File: src/rtl/mem_access_unit.sv
`timescale 1ns/1ps
// mem_access_unit
//
// Single-outstanding load/store unit sitting between a core-side request
// channel and a simple byte-addressed RAM. Each access walks
// IDLE -> ACCESS -> RESP -> IDLE, so back-to-back accesses take at least
// three cycles. Out-of-range addresses (>= ADDR_LIMIT) never reach the RAM
// and answer with rsp_exc = 10.
//
// Build option: define MAU_MISALIGN_TRAP_EN to turn misaligned half/word
// accesses and the reserved size 11 into rsp_exc = 01 faults. Without it,
// size 11 behaves as a word and half/word addresses are silently aligned down.
//
// Ports
//   clk, clr                 clock, asynchronous active-high reset
//   req_valid / req_ready    request handshake
//   req_write, req_size,     store flag, size (00 byte, 01 half, 10 word),
//   req_signed, req_addr,    load sign-extension, byte address,
//   req_wdata                right-aligned store data
//   ram_addr, ram_din,       RAM byte address, write data,
//   ram_mode, ram_we,        access mode, write enable,
//   ram_sel, ram_dout        select, combinational read data
//   rsp_valid / rsp_ready    response handshake
//   rsp_rdata, rsp_exc       load result, exception code
module mem_access_unit #(
   parameter logic [31:0] ADDR_LIMIT = 32'h0000_1000
) (
   input  logic        clk,
   input  logic        clr,
   input  logic        req_valid,
   output logic        req_ready,
   input  logic        req_write,
   input  logic [1:0]  req_size,
   input  logic        req_signed,
   input  logic [31:0] req_addr,
   input  logic [31:0] req_wdata,
   output logic [11:0] ram_addr,
   output logic [31:0] ram_din,
   output logic [1:0]  ram_mode,
   output logic        ram_we,
   output logic        ram_sel,
   input  logic [31:0] ram_dout,
   output logic        rsp_valid,
   input  logic        rsp_ready,
   output logic [31:0] rsp_rdata,
   output logic [1:0]  rsp_exc
);

   typedef enum logic [1:0] {IDLE, ACCESS, RESP} state_t;

   state_t      state, state_next;
   logic        lat_write;
   logic        lat_signed;
   logic [1:0]  lat_size;
   logic [1:0]  lat_exc;
   logic [11:0] lat_addr;
   logic [31:0] lat_wdata;
   logic        accept;
   logic [1:0]  fault;
   logic [11:0] eff_addr;
   logic [1:0]  eff_size;

   assign accept = req_valid && req_ready;

   // Classify the incoming request and work out the address and mode the RAM
   // will actually see. Range is checked on the full 32-bit address before
   // anything else so an out-of-range access always reports 10.
   always_comb begin
      fault    = 2'b00;
      eff_addr = req_addr[11:0];
      eff_size = req_size;
`ifdef MAU_MISALIGN_TRAP_EN
      if (req_addr >= ADDR_LIMIT) begin
         fault = 2'b10;
      end else if ((req_size == 2'b01 && req_addr[0]) ||
                   (req_size == 2'b10 && req_addr[1:0] != 2'b00) ||
                   (req_size == 2'b11)) begin
         fault = 2'b01;
      end
`else
      if (req_addr >= ADDR_LIMIT) begin
         fault = 2'b10;
      end
      if (req_size == 2'b11) begin
         eff_size = 2'b10;
      end
      case (eff_size)
         2'b01:   eff_addr = {req_addr[11:1], 1'b0};
         2'b10:   eff_addr = {req_addr[11:2], 2'b00};
         default: eff_addr = req_addr[11:0];
      endcase
`endif
   end

   // State register. Reset drops any in-flight access immediately, which
   // also pulls ram_sel/ram_we low combinationally so no write can commit.
   always_ff @(posedge clk or posedge clr) begin
      if (clr) begin
         state <= IDLE;
      end else begin
         state <= state_next;
      end
   end

   // Next-state logic plus the handshake and RAM strobes. The RAM is only
   // touched during the single ACCESS cycle, and only for non-faulted requests.
   always_comb begin
      state_next = state;
      req_ready  = 1'b0;
      rsp_valid  = 1'b0;
      ram_sel    = 1'b0;
      ram_we     = 1'b0;
      case (state)
         IDLE: begin
            req_ready = 1'b1;
            if (req_valid) begin
               state_next = ACCESS;
            end
         end
         ACCESS: begin
            ram_sel    = (lat_exc == 2'b00);
            ram_we     = (lat_exc == 2'b00) && lat_write;
            state_next = RESP;
         end
         RESP: begin
            rsp_valid = 1'b1;
            if (rsp_ready) begin
               state_next = IDLE;
            end
         end
         default: begin
            state_next = IDLE;
         end
      endcase
   end

   // Request capture. These registers feed the RAM address/data/mode outputs
   // directly, so those outputs simply hold their last values between accesses.
   always_ff @(posedge clk or posedge clr) begin
      if (clr) begin
         lat_write  <= 1'b0;
         lat_signed <= 1'b0;
         lat_size   <= 2'b10;
         lat_exc    <= 2'b00;
         lat_addr   <= 12'h000;
         lat_wdata  <= 32'h0000_0000;
      end else if (accept) begin
         lat_write  <= req_write;
         lat_signed <= req_signed;
         lat_size   <= eff_size;
         lat_exc    <= fault;
         lat_addr   <= eff_addr;
         lat_wdata  <= req_wdata;
      end
   end

   // Load result capture. The RAM returns byte/half data zero-extended, so
   // only the signed narrow cases need work; stores and faults return zero.
   always_ff @(posedge clk or posedge clr) begin
      if (clr) begin
         rsp_rdata <= 32'h0000_0000;
      end else if (state == ACCESS) begin
         if (lat_write || lat_exc != 2'b00) begin
            rsp_rdata <= 32'h0000_0000;
         end else begin
            case (lat_size)
               2'b00:   rsp_rdata <= lat_signed ? {{24{ram_dout[7]}}, ram_dout[7:0]} : ram_dout;
               2'b01:   rsp_rdata <= lat_signed ? {{16{ram_dout[15]}}, ram_dout[15:0]} : ram_dout;
               default: rsp_rdata <= ram_dout;
            endcase
         end
      end
   end

   assign ram_addr = lat_addr;
   assign ram_din  = lat_wdata;
   assign ram_mode = lat_size;
   assign rsp_exc  = lat_exc;

endmodule

File: config.mk
export PLATFORM = sky130hd
export DESIGN_NAME = mem_access_unit
export DESIGN_NICKNAME = d
export VERILOG_FILES = /design/src/rtl/mem_access_unit.sv
export SDC_FILE = /design/constraint.sdc
export NUM_CORES = 1
export LEC_CHECK = 0
export BUFFER_PORTS_ARGS = -buffer_cell sky130_fd_sc_hd__clkbuf_2
export CORE_ASPECT_RATIO = 0.5
export CORE_MARGIN = 8
export CORE_UTILIZATION = 44
export DETAILED_ROUTE_END_ITERATION = 10
export PLACE_DENSITY = 0.8
export SYNTH_ARGS = -nofsm -noshare
export SYNTH_HDL_FRONTEND = slang
export SYNTH_SLANG_ARGS = --single-unit
export TNS_END_PERCENT = 5
File: constraint.sdc
create_clock -name clk -period 2.6 [get_ports clk]
set_input_delay 0.13 -clock clk [delete_from_list [all_inputs] [get_ports clk]]
set_output_delay 0.13 -clock clk [all_outputs]
set_load 0.01 [all_outputs]
==> impl_metrics.toml <==
[detailed_routing]
drt-initial-drc-count = 160
viasPerCell = 4.95
wl_per_cell_um = 17.5
drt-total-wl_mm = 9.62
wl_met1_mm = 3.62
vias = 2716
highest_layer = "met4"
wl_met3_um = 522
wl_met2_mm = 5.27
dr.pass1.iters = 4
ant_nets = 0
drc_errors = 0

[placed_design]
dp_hpwl_mm = 7.23
portBuffers = 186
routabilityCongestion = 0.823
placed_cell_area_um2 = 4380

[layout]
fin_nets = 552
drive_gt1_share_pct = 57.4
syn_to_final_growth_pct = 41.6
regArea_um2 = 2080
fin_area_um2 = 4790
multi_input_area_um2 = 1180
n_fill_cell = 587
antennaDiodeCount = 0

[cts]
cts_setup_buffers = 0
cts.sinks = 83
numCtsBuffers = 9
clockBufferDepth = 2
htree_levels = 3
tritoncts = "yes"
path_clk_slew_ns = 0.06
ctsResizeCount = 0
clk_latency_ns = 0.34
root_buffer = "clkbuf_16"

[pwr]
powerDensity_nw_per_um2 = 1070
power_leakage_nw = 2.44
power.ir.vdd_worst_mv = 0.642

[sta]
final.period_utilization_pct = 67.0
finalCriticalPeriod_ns = 1.74
hold_slack_ns = 0.00725
relSlewSlack_pct = 29.2
setup_viol = 0
hold_violations = 0
fin_setup_tns_ns = 0
max_freq_ghz = 0.574
worst_pin_slew_ns = 1.06
report.final.slew_viol_count = 0
rsz0062_at_grt = "no"
finClkSkew_ns = 0.00350

[synthesis]
ys_ff_latch = 83
synth_compound_area_share_pct = 7.66
synth_edf_count = 0
synth_top_area_share_pct = 60.7
seq_area_frac_synth_pct = 61.5
ys_warn_count = 0
syn_inst = 260
synthAdderAreaFrac_pct = 0
async_flop_share_pct = 100
ys.flop_type = "dfrtp_1"
synth_nets = 364
syn_area_um2 = 3380
synth_area_leaders = "dfrtp_1, mux2_2, mux2i_1"
yosysTopAreaCell = "dfrtp_1"
synth_top_family_by_area = "multiplexers"
synth_xor_area_share_pct = 0
yosys.area_share.simple_pct = 6.96
synth_cell_types = 29
avgSynthCellArea_um2 = 13.0
synthMuxAreaShare_pct = 20.1

[floorplan]
die_w_um = 140
start_util_pct = 45.8
dieArea_um2 = 10900
placementRows = 22
io_pins = 188
core_um2 = 7380
die_h_um = 78.0

[worst_setup_path]
cp_slowest_cell = "nor2b_2"
arrival_ns = 1.96
cp-end-kind = "flip-flop"
cpPeakStageDelay_ns = 0.87
r2r-start = "lat_signed"
worstPathMaxFanout = 16
critPathKind = "flip-flop to flip-flop"
crit_path_start = "lat_signed"
cp_data_required_time_ns = 2.81
path_cells = "nor2b_2 -> mux2i_1 -> o21ai_1"
startpoint_type = "flip-flop"

[global_route]
grt_max_degree = 55
grtUsageTotal_pct = 17.7
overflow = 0
antenna_found_initial = 0
grt_pass1_vias = 2948
grt_pass1_wl_mm = 15.4

[run]
maxCapViolations = 0

[hold_path]
worstHoldStart = "ram_dout[1]"
hold_class = "input pin to flip-flop"

[outcome]
outcome = "finished clean"
[path summary, 6_finish.rpt]
| kind | end | slack [ns] | cells after the start |
|---|---|---|---|
| setup / recovery | rsp_rdata[22] | 0.86 | 3 |
| hold / removal | rsp_rdata[1] | 0.007 | 2 |
| setup reg to reg | rsp_rdata[22] | 0.86 | 3 |
| hold reg to reg | rsp_rdata[21] | 0.49 | 2 |
| max in group asynchronous | rsp_rdata[5] | 1.41 | 4 |
| min in group asynchronous | ram_din[13] | 0.41 | 3 |
[state kept, by name (all words and copies together) (netlist names)]
register,flops
ram_addr,12
ram_din,32
ram_mode,2
lat_signed,1
state,2
lat_write,1
rsp_rdata,32
rsp_exc,1
[critical path: cells and delay by family, from the launching register on]
kind | cells | cell delay [ns]
simple gates | 1 | 0.87
flops | 1 | 0.39
mux | 1 | 0.28
compound gates | 1 | 0.08
[metrics by stage]
| step | power, W | worst slack [ns] | std cells | util (%) |
|---|---|---|---|---|
| 2_1_floorplan | 0.00295 | 0.335 | 260 | - |
| 3_3_place_gp | 0.00357 | 0.930 | 529 | 59.4 |
| 3_5_place_dp | 0.00363 | 0.890 | 529 | 59.4 |
| 4_1_cts | 0.00520 | 0.847 | 549 | 64.9 |
| 5_1_grt | 0.00542 | 0.731 | 549 | 64.9 |
| 6_report | 0.00514 | 0.857 | 549 | 64.9 |
[synth_stat cells (2+ instances only)]
cell type / count
buf_4: 3
a21oi_1: 8
nand3b_1: 2
clkbuf_1: 4
nand2_1: 24
o21ai_1: 20
buf_1: 2
buf_6: 3
o21ai_0: 8
mux2_2: 46
nor2_1: 3
dfrtp_1: 82
mux2i_1: 16
buf_2: 6
inv_1: 5
nand2b_1: 2
nor4_1: 5
a22o_1: 8
nand3_1: 3
[placed cells by master, fill, tap and decap left out, types with 2 or more instances in the layout]
master / count
a21oi_1: 8
a22o_1: 8
buf_4: 4
bufinv_16: 4
clkbuf_16: 9
clkbuf_2: 186
clkinv_2: 2
clkinvlp_4: 2
dfrtp_1: 82
dlygate4sd3_1: 4
inv_1: 4
mux2_2: 46
mux2i_1: 16
nand2_1: 24
nand2b_1: 2
nand3_1: 3
nand3b_1: 2
nor2_1: 3
nor4_1: 5
o21ai_0: 8
o21ai_1: 20
[cell families (layout without fill, tap and decap cells)]
logic type	Yosys count	count (layout)
buf+inv	23	216
simple gates	46	46
compound gates	45	45
mux	62	62
flops	83	83
other cells	1	1
[layer usage]
metal	GRT usage, %	vias to the layer above
met5	0	-
met4	7.63	0
met3	5.92	18
met2	32.8	75
met1	18.3	1345
li1	-	1278
[report_power, final]
group,total (W),internal (W),switching [W]
logic,0.00168,0.000823,0.000853
registers,0.00192,0.00169,0.000226
clock network,0.00155,0.00103,0.000512
total,0.00514,0.00355,0.00159
[area by class of cell]
| cell class | count | area share (%) |
|---|---|---|
| Sequential cell | 83 | 43.4 |
| Multi-Input combinational cell | 154 | 24.7 |
| Timing Repair Buffer | 195 | 21.3 |
| Clock buffer | 9 | 4.70 |
| Clock inverter | 7 | 2.93 |
| Tap cell | 96 | 2.51 |
| Inverter | 5 | 0.418 |
[timing repair]
item | 4_1_cts | 5_1_grt
hold endpoints to repair | 37 | 0
hold buffers | 4 | 0
setup endpoints to repair | 0 | 0
No activity file was read; power rests on OpenSTA's default activity.
